**src/rtl/syzygy_dac_pkg.sv**
```systemverilog
// Shared encodings and helpers for the SYZYGY DAC stream PHY.
// Optional ramp test pattern is enabled by SYZYGY_DAC_TEST_PATTERN_EN in the top.
package syzygy_dac_pkg;

    localparam int unsigned MAX_W = 32;

    typedef enum logic [1:0] {
        MODE_IQ     = 2'b00,
        MODE_I_ONLY = 2'b01,
        MODE_SWAP   = 2'b10,
        MODE_RAMP   = 2'b11
    } mode_e;

    typedef enum logic [1:0] {
        ST_IDLE = 2'b00,
        ST_FILL = 2'b01,
        ST_RUN  = 2'b10
    } state_e;

    // Mid-scale code: half range in offset-binary, zero in two's complement
    function automatic logic [MAX_W-1:0] mid_value(input int unsigned width, input logic offset_bin);
        mid_value = '0;
        if (offset_bin && (width != 0)) begin
            mid_value = MAX_W'(1) << (width - 1);
        end
    endfunction

endpackage

```
**src/rtl/syzygy_dac_oddr_bank.sv**
```systemverilog
// Per-bit DDR output bank: ODDRE1 (SAME_EDGE, SRVAL 0) feeding an OBUF for each DAC pin.
module syzygy_dac_oddr_bank #(
    parameter int unsigned DATA_W = 12
) (
    input  logic              clk,
    input  logic              sr,
    input  logic [DATA_W-1:0] d1,
    input  logic [DATA_W-1:0] d2,
    output logic [DATA_W-1:0] q
);

    for (genvar b = 0; b < DATA_W; b++) begin : g_bit
        logic q1_q;
        logic q2_q;

        // Both edge words are captured on the rising edge; the pad shows D1 high, D2 low
        always_ff @(posedge clk) begin
            if (sr) begin
                q1_q <= 1'b0;
                q2_q <= 1'b0;
            end else begin
                q1_q <= d1[b];
                q2_q <= d2[b];
            end
        end

        assign q[b] = clk ? q1_q : q2_q;
    end

endmodule

```
**src/rtl/syzygy_dac_stream_phy.sv**
```systemverilog
// I/Q stream to DDR DAC pins: FIFO, run-control FSM, channel mapping and ODDR bank.
// Define SYZYGY_DAC_TEST_PATTERN_EN to turn mode 11 into a ramp generator.
module syzygy_dac_stream_phy
    import syzygy_dac_pkg::*;
#(
    parameter int unsigned DATA_W      = 12,
    parameter int unsigned FIFO_DEPTH  = 8,
    parameter int unsigned PRIME_LEVEL = FIFO_DEPTH / 2,
    parameter int unsigned UFLOW_W     = 16
) (
    input  logic                          clk,
    input  logic                          reset_n,
    input  logic                          enable,
    input  logic [1:0]                    mode,
    input  logic                          offset_bin,
    input  logic                          s_valid,
    output logic                          s_ready,
    input  logic [DATA_W-1:0]             s_data_i,
    input  logic [DATA_W-1:0]             s_data_q,
    output logic [$clog2(FIFO_DEPTH):0]   fifo_level,
    output logic                          running,
    output logic [UFLOW_W-1:0]            uflow_count,
    output logic [DATA_W-1:0]             dac_d1,
    output logic [DATA_W-1:0]             dac_d2,
    output logic [DATA_W-1:0]             dac_data
);

    localparam int unsigned AW = $clog2(FIFO_DEPTH);
    localparam int unsigned PW = AW + 1;
    localparam logic [DATA_W-1:0] MSB_MASK = DATA_W'(1) << (DATA_W - 1);

    state_e state_q, state_d;

    logic [PW-1:0]       wr_ptr_q, rd_ptr_q, wr_ptr_d, rd_ptr_d, level_d;
    logic [2*DATA_W-1:0] mem_q [FIFO_DEPTH];
    logic [2*DATA_W-1:0] rd_pair;
    logic [DATA_W-1:0]   rd_i, rd_q, map_d1, map_d2, d1_d, d2_d, mid, fmt_mask;
    logic                empty, push, pop, uflow_evt, flush;

    assign empty    = (wr_ptr_q == rd_ptr_q);
    assign push     = s_valid && s_ready;
    assign rd_pair  = mem_q[rd_ptr_q[AW-1:0]];
    assign rd_i     = rd_pair[DATA_W-1:0];
    assign rd_q     = rd_pair[2*DATA_W-1:DATA_W];
    assign mid      = DATA_W'(mid_value(DATA_W, offset_bin));
    assign fmt_mask = offset_bin ? MSB_MASK : '0;

    // Run control: prime to PRIME_LEVEL, pop every RUN cycle, fall back to FILL on underflow
    always_comb begin
        state_d   = state_q;
        pop       = 1'b0;
        uflow_evt = 1'b0;
        flush     = 1'b0;
        if (!enable) begin
            state_d = ST_IDLE;
            flush   = 1'b1;
        end else begin
            case (state_q)
                ST_IDLE: begin
                    state_d = ST_FILL;
                    flush   = 1'b1;
                end
                ST_FILL: begin
                    if (fifo_level >= PW'(PRIME_LEVEL)) begin
                        pop     = 1'b1;
                        state_d = ST_RUN;
                    end
                end
                ST_RUN: begin
                    if (empty) begin
                        uflow_evt = 1'b1;
                        state_d   = ST_FILL;
                    end else begin
                        pop = 1'b1;
                    end
                end
                default: state_d = ST_IDLE;
            endcase
        end
    end

    always_comb begin
        wr_ptr_d = flush ? '0 : wr_ptr_q + PW'(push);
        rd_ptr_d = flush ? '0 : rd_ptr_q + PW'(pop);
        level_d  = wr_ptr_d - rd_ptr_d;
    end

`ifdef SYZYGY_DAC_TEST_PATTERN_EN
    logic [DATA_W-1:0] ramp_q;

    always_ff @(posedge clk) begin
        if (!reset_n || !enable || (state_q == ST_IDLE)) begin
            ramp_q <= '0;
        end else if (pop && (mode_e'(mode) == MODE_RAMP)) begin
            ramp_q <= ramp_q + DATA_W'(2);
        end
    end
`endif

    // Edge-word mapping of the popped pair; mode 11 falls back to IQ without the ramp
    always_comb begin
        map_d1 = rd_q;
        map_d2 = rd_i;
        case (mode_e'(mode))
            MODE_I_ONLY: begin
                map_d1 = rd_i;
                map_d2 = rd_i;
            end
            MODE_SWAP: begin
                map_d1 = rd_i;
                map_d2 = rd_q;
            end
`ifdef SYZYGY_DAC_TEST_PATTERN_EN
            MODE_RAMP: begin
                map_d1 = ramp_q;
                map_d2 = ramp_q + DATA_W'(1);
            end
`endif
            default: ;
        endcase
        d1_d = pop ? (map_d1 ^ fmt_mask) : mid;
        d2_d = pop ? (map_d2 ^ fmt_mask) : mid;
    end

    always_ff @(posedge clk) begin
        if (push) begin
            mem_q[wr_ptr_q[AW-1:0]] <= {s_data_q, s_data_i};
        end
    end

    always_ff @(posedge clk) begin
        if (!reset_n) begin
            state_q     <= ST_IDLE;
            wr_ptr_q    <= '0;
            rd_ptr_q    <= '0;
            fifo_level  <= '0;
            s_ready     <= 1'b0;
            running     <= 1'b0;
            uflow_count <= '0;
            dac_d1      <= mid;
            dac_d2      <= mid;
        end else begin
            state_q    <= state_d;
            wr_ptr_q   <= wr_ptr_d;
            rd_ptr_q   <= rd_ptr_d;
            fifo_level <= level_d;
            s_ready    <= (state_d != ST_IDLE) && (level_d != PW'(FIFO_DEPTH));
            running    <= (state_d == ST_RUN);
            if (uflow_evt && !(&uflow_count)) begin
                uflow_count <= uflow_count + UFLOW_W'(1);
            end
            dac_d1 <= d1_d;
            dac_d2 <= d2_d;
        end
    end

    syzygy_dac_oddr_bank #(
        .DATA_W (DATA_W)
    ) u_oddr (
        .clk (clk),
        .sr  (~reset_n),
        .d1  (dac_d1),
        .d2  (dac_d2),
        .q   (dac_data)
    );

endmodule

```
**config.mk**
```make
export PLATFORM = sky130hd
export DESIGN_NAME = syzygy_dac_stream_phy
export DESIGN_NICKNAME = d
export VERILOG_FILES = /design/src/rtl/syzygy_dac_pkg.sv /design/src/rtl/syzygy_dac_oddr_bank.sv /design/src/rtl/syzygy_dac_stream_phy.sv
export SDC_FILE = /design/constraint.sdc
export NUM_CORES = 1
export LEC_CHECK = 0
export ABC_AREA = 1
export BUFFER_PORTS_ARGS = -buffer_cell sky130_fd_sc_hd__buf_2
export CAP_MARGIN = 15
export CORE_MARGIN = 2
export CORE_UTILIZATION = 50
export CTS_BUF_LIST = sky130_fd_sc_hd__clkbuf_4
export DETAILED_ROUTE_END_ITERATION = 6
export GPL_ROUTABILITY_DRIVEN = 0
export MAX_ROUTING_LAYER = met4
export PLACE_DENSITY_LB_ADDON = 0.05
export SETUP_SLACK_MARGIN = 0.2
export SYNTH_ARGS = -nofsm -noshare
export SYNTH_HDL_FRONTEND = slang
export SYNTH_SLANG_ARGS = --single-unit
```
**constraint.sdc**
```tcl
create_clock -name clk -period 3 [get_ports clk]
set_clock_uncertainty 0.15 [all_clocks]
set_input_delay 0.45 -clock clk [delete_from_list [all_inputs] [get_ports clk]]
set_output_delay 0.45 -clock clk [all_outputs]
set_load 0.005 [all_outputs]
```
==> impl_metrics.env, run 1 <==
export IMPL_drtPass1Iterations=5
export IMPL_start_util_pct=51.2
export IMPL_p_leak_nw=5.46
export IMPL_crit_path_end_kind="output pin"
export IMPL_synthDistinctLibCells=41
export IMPL_grt_pass1_vias=7674
export IMPL_post_place_ws_ps=68.1
export IMPL_final_max_slew_viol_count=0
export IMPL_area_growth_pct=19.1
export IMPL_slew_headroom_pct=34.1
export IMPL_synth_top_cell_area_share_pct=51.4
export IMPL_crit_arrival_ps=2250
export IMPL_grt_overflow_total=0
export IMPL_fp_row_count=54
export IMPL_synth_top_cell_by_area="edfxtp_1"
export IMPL_hpwlAfterDp_microns=14200
export IMPL_setup_tns_final_ps=0
export IMPL_routedWlPerCell_microns=16.4
export IMPL_rsz0062_at_grt="true"
export IMPL_hold_ws_ps=52.4
export IMPL_min_delay_path_class="in -> reg"
export IMPL_power_w=0.00793
export IMPL_stdcell_count=1556
export IMPL_grt_pass1_wl_microns=40400
export IMPL_io_pins=89
export IMPL_wirelength_microns=25600
export IMPL_drc=0
export IMPL_synth_edf_count=192
export IMPL_core_area_sq_um=21900
export IMPL_worst_pin_slew_ps=988
export IMPL_maxCapViolCount=0
export IMPL_ys_ff_latch=272
export IMPL_ys_top_cells_by_count="edfxtp_1, nand2_1, nor2_1"
export IMPL_setup_viol=0
export IMPL_synth_area_leaders="edfxtp_1, dfxtp_1, nand2_1, nor2_1, o21ai_0"
export IMPL_synth_warnings=0
export IMPL_required_ps=2400
export IMPL_critical_path_class="clk -> out"
export IMPL_status="complete, no violations"
export IMPL_dpl_cell_count=1398
export IMPL_async_reset_ff_share_pct=0
export IMPL_clk_pin_slew_ps=60
export IMPL_synthFlopType="edfxtp_1"
export IMPL_netlist_area_sq_um=11200
export IMPL_synth_fp_nets=1105
export IMPL_grt_max_degree=97
export IMPL_vias_per_cell=5.08
export IMPL_fp_dieW_microns=154
export IMPL_yosysMostFrequentCell="edfxtp_1"
export IMPL_layout_drive_gt1_share_pct=23.8
export IMPL_ir_drop_uv=366
export IMPL_postSynthAreaPerCell_sq_um=10.6
export IMPL_wl_met2_microns=11500
export IMPL_nNetsFinal=1274
export IMPL_start_kind="clock port"
export IMPL_clkLatencyLatePin_ps=790
export IMPL_routed_top_layer="met4"
export IMPL_die_area_sq_um=23700
export IMPL_crit_path_max_fanout=4
export IMPL_vias=7910
export IMPL_antenna_found_initial=1
export IMPL_routedLengthMet1_microns=11800
export IMPL_power_density_nw_per_um2=594
export IMPL_yosysSeqAreaShare_pct=65.7
export IMPL_die_h_microns=154
export IMPL_hold_viol=0
export IMPL_grt_total_usage_pct=22.9
export IMPL_first_iter_violations=490
export IMPL_wl_met3_microns=1660
export IMPL_postRouteAntennaNets=0
export IMPL_fin_ws_ps=154
export IMPL_cts_tree="done"
export IMPL_portBuffers=88
export IMPL_synth_cells=1060
routing by layer:
metal,GRT usage (%),vias to the layer above
li1,-,3967
met3,5.98,57
met4,11.0,0
met2,33.4,236
met5,-,-
met1,29.9,3650
cell families after synthesis:
| kind of cell | synth area share (%) |
|---|---|
| muxes | 1.20 |
| and+or+nand+nor | 15.1 |
| adders and majority gates | 1.63 |
| AOI/OAI and AO/OA | 9.48 |
| buffers and inverters | 6.02 |
| xor gates and xnor gates | 0.859 |
| DFF | 65.7 |
state kept, by name, indices dropped and copies added (netlist names):
name               count
running                1
fifo_level             4
uflow_count           16
dac_d2                12
u_oddr.g_bit.q2_q     12
rd_ptr_q               4
u_oddr.g_bit.q1_q     12
state_q                2
s_ready                1
wr_ptr_q               4
mem_q                192
dac_d1                12
power breakdown:
part / internal (W) / switching, W / total, W
clock: 0.00214 / 0.00157 / 0.00371
sequential: 0.00403 / 0.00000429 / 0.00403
combinational: 0.0000668 / 0.000118 / 0.000185
worst max-delay path, stage by stage:
cell	delay, ps
buf_8	100
buf_8	110
buf_8	120
mux2_4	290
buf_6	110
cell usage in the layout (no fill, tap or decap), drive strengths merged, types with 2 or more instances in the layout:
| cell type | synthesis | routed |
|---|---|---|
| edfxtp | 192 | 192 |
| nand2 | 178 | 178 |
| nor2 | 160 | 160 |
| o21ai | 126 | 126 |
| buf | 32 | 122 |
| clkbuf | 21 | 108 |
| inv | 103 | 105 |
| dfxtp | 80 | 80 |
| nand3 | 46 | 46 |
| o22ai | 33 | 33 |
| dlygate4sd3 | 0 | 26 |
| a21oi | 20 | 20 |
| ha | 13 | 13 |
| mux2 | 12 | 12 |
| o211ai | 11 | 11 |
| nor3 | 10 | 10 |
| xor2 | 9 | 9 |
| clkinv | 0 | 6 |
| nand4 | 4 | 4 |
| bufinv | 0 | 3 |
| xnor2 | 2 | 2 |
| nor3b | 2 | 2 |
final cells by class:
type                            instances  area (sq um)
Clock inverter                         12           128
Timing Repair Buffer                  130           876
Sequential cell                       272          7380
Fill cell                            1889          8530
Clock buffer                          126           976
Tap cell                              280           350
Antenna cell                            1          2.50
Multi-Input combinational cell        632          3250
Inverter                              103           389
worst paths after layout:
| check | start | endpoint | slack (ps) | cells after the start |
|---|---|---|---|---|
| worst max-delay path | clk | dac_data[0] | 150 | 5 |
| worst min-delay path | enable | state_q[0] | 50 | 5 |
| worst max register to register | wr_ptr_q[2] | s_ready | 240 | 20 |
| worst min register to register | dac_d2[1] | u_oddr.g_bit[1].q2_q | 280 | 2 |
metrics by stage:
stage	util (%)	area, sq um
floorplan	-	11200
global placement	54.6	11900
detailed placement	54.6	11900
CTS	60.4	13200
global route	61.0	13400
finish	61.0	13400
timing repair:
item,in CTS,in global routing
hold endpoints to repair,204,0
gates resized for setup,9,28
setup buffers,0,5
endpoints found under the setup margin,14,15
pin swaps,0,13
hold buffers,26,0
No activity file was read; power rests on OpenSTA's default activity.
==> inputs of run 2 (changes only) <==
--- a/config.mk
+++ b/config.mk
@@ -14,7 +14,7 @@
 export DETAILED_ROUTE_END_ITERATION = 6
 export GPL_ROUTABILITY_DRIVEN = 0
 export MAX_ROUTING_LAYER = met4
-export PLACE_DENSITY_LB_ADDON = 0.05
+export PLACE_DENSITY = 0.68
 export SETUP_SLACK_MARGIN = 0.2
 export SYNTH_ARGS = -nofsm -noshare
 export SYNTH_HDL_FRONTEND = slang
==> run 2 against run 1 <==
Against the previous run: register-to-register slack improved by 80 ps; setup slack improved by 1.9 ps; sequential power about the same; flip-flop and latch count unchanged; die area unchanged; critical path depth unchanged; clock-buffer cell count decreased by 8; largest cell class unchanged.
==> impl_metrics.env, run 2 (same netlist as run 1, synthesis figures left out) <==
export IMPL_start_util_pct=51.2
export IMPL_swShare_pct=21.7
export IMPL_netSwitchingPower_w=0.00166
export IMPL_layout_drive_gt1_share_pct=23.7
export IMPL_internal_power_w=0.00598
export IMPL_ir_drop_uv=241
export IMPL_r2r_cells=18
export IMPL_whs_endpoint="state_q[0]"
export IMPL_area_growth_pct=18.6
export IMPL_drtPass1Iterations=6
export IMPL_vias=8068
export IMPL_final_max_slew_viol_count=0
export IMPL_clk_pin_slew_ps=70
export IMPL_mostFrequentLayoutCells="edfxtp_1, nand2_1, nor2_1, o21ai_0, clkbuf_4"
export IMPL_nNetsFinal=1279
export IMPL_setup_viol=0
export IMPL_whs_path_depth=5
export IMPL_worst_pin_slew_ps=717
export IMPL_rsz0062_at_grt="true"
export IMPL_grt_pass1_wl_microns=39900
export IMPL_crit_path_max_fanout=4
export IMPL_cts_tree="done"
export IMPL_power_density_nw_per_um2=574
export IMPL_crit_arrival_ps=2240
export IMPL_grt_pass1_vias=7836
export IMPL_setup_tns_final_ps=0
export IMPL_hold_viol=0
export IMPL_hpwlAfterDp_microns=14800
export IMPL_largest_reg_flops=192
export IMPL_path_cells="buf_8 -> buf_8 -> buf_8 -> mux2_4 -> buf_6"
export IMPL_clkPwrFrac_pct=44.8
export IMPL_critical_path_class="clk -> out"
export IMPL_r2r_start="state_q[0]"
export IMPL_post_place_ws_ps=60.0
export IMPL_p_leak_nw=5.44
export IMPL_diodes=0
export IMPL_fin_area_sq_um=13300
export IMPL_clkLatencyLatePin_ps=780
export IMPL_fin_ws_ps=156
export IMPL_die_h_microns=154
export IMPL_slowest_stage="mux2_4"
export IMPL_min_from="enable"
export IMPL_status="complete, no violations"
export IMPL_r2r_end="s_ready"
export IMPL_core_area_sq_um=21900
export IMPL_routedWlPerCell_microns=16.1
export IMPL_final_common_cell="edfxtp_1"
export IMPL_crit_path_end_kind="output pin"
export IMPL_maxCapViolCount=0
export IMPL_cp_slowest_stage_delay_ps=290
export IMPL_grt_max_degree=97
export IMPL_drc=0
export IMPL_grt_total_usage_pct=22.2
export IMPL_hold_ws_ps=56.2
export IMPL_fp_dieW_microns=154
export IMPL_die_area_sq_um=23700
export IMPL_seqPwrFrac_pct=52.7
export IMPL_vias_per_cell=5.19
export IMPL_required_ps=2400
export IMPL_min_delay_path_class="in -> reg"
export IMPL_postRouteAntennaNets=0
export IMPL_portBuffers=88
export IMPL_io_pins=89
export IMPL_first_iter_violations=539
export IMPL_grt_overflow_total=0
export IMPL_antenna_found_initial=0
export IMPL_wirelength_microns=25100
export IMPL_path_buf_inv=4
export IMPL_place_area_sq_um=12000
export IMPL_ff2ff_setup_slack_ps=320
export IMPL_comb_power_share_pct=2.5
export IMPL_crit_family="buffers and inverters"
export IMPL_crit_top_cell="buf_8"
export IMPL_start_kind="clock port"
export IMPL_power_w=0.00764
export IMPL_fp_row_count=54
export IMPL_slew_headroom_pct=52.2
==> run 2: repair_timing <==
item / CTS / global route
resized for setup: 9 / 34
endpoints found under the hold margin: 209 / 0
pin swaps: 0 / 11
hold buffers: 27 / 0
endpoints found under the setup margin: 14 / 15
setup buffers: 0 / 6
==> run 2: area by class of cell <==
type / count / area, sq um
multi-input combinational: 632 / 3260
tap: 280 / 350
fill: 1815 / 8590
timing repair buffer: 135 / 907
clock inverter: 15 / 91.3
sequential: 272 / 7380
clock buffer: 118 / 923
inverter: 103 / 389
==> run 2: metal layers <==
layer,wire length (microns),GRT usage (%)
met5,0,-
met4,451,10.3
met3,1940,5.52
met2,11900,34.3
met1,10800,27.7
==> run 2: tightest hold or removal path: stages <==
cell,delay [ps]
buf_2,110
inv_1,170
nor3_1,100
nand2_1,100
inv_1,40
==> run 2: power groups by stage <==
| stage | sequential, W | clock, W | combinational (W) |
|---|---|---|---|
| 6_report | 0.00403 | 0.00342 | 0.000190 |
| 5_1_grt | 0.00403 | 0.00373 | 0.000215 |
| 4_1_cts | 0.00403 | 0.00344 | 0.000189 |
| 3_5_place_dp | 0.00411 | 0.0000582 | 0.000160 |
| 3_3_place_gp | 0.00411 | 0.0000582 | 0.000156 |
| 2_1_floorplan | 0.00411 | 0.0000955 | 0.0000789 |
==> run 2: worst max path at each step <==
stage | from | end | slack, ps | cells past startpoint
finish | clk | dac_data[7] | 160 | 5
global route | state_q[0] | s_ready | 130 | 18
CTS | clk | dac_data[7] | 90 | 5
detailed placement | state_q[0] | s_ready | 60 | 18
global placement | state_q[0] | s_ready | 140 | 18
floorplan | rd_ptr_q[1] | s_ready | 270 | 22
==> run 2: metrics by stage <==
stage | cells | util, %
global placement | 1401 | 54.6
global route | 1555 | 60.8
detailed placement | 1401 | 54.6
floorplan | 1060 | -
finish | 1555 | 60.8
CTS | 1549 | 60.1
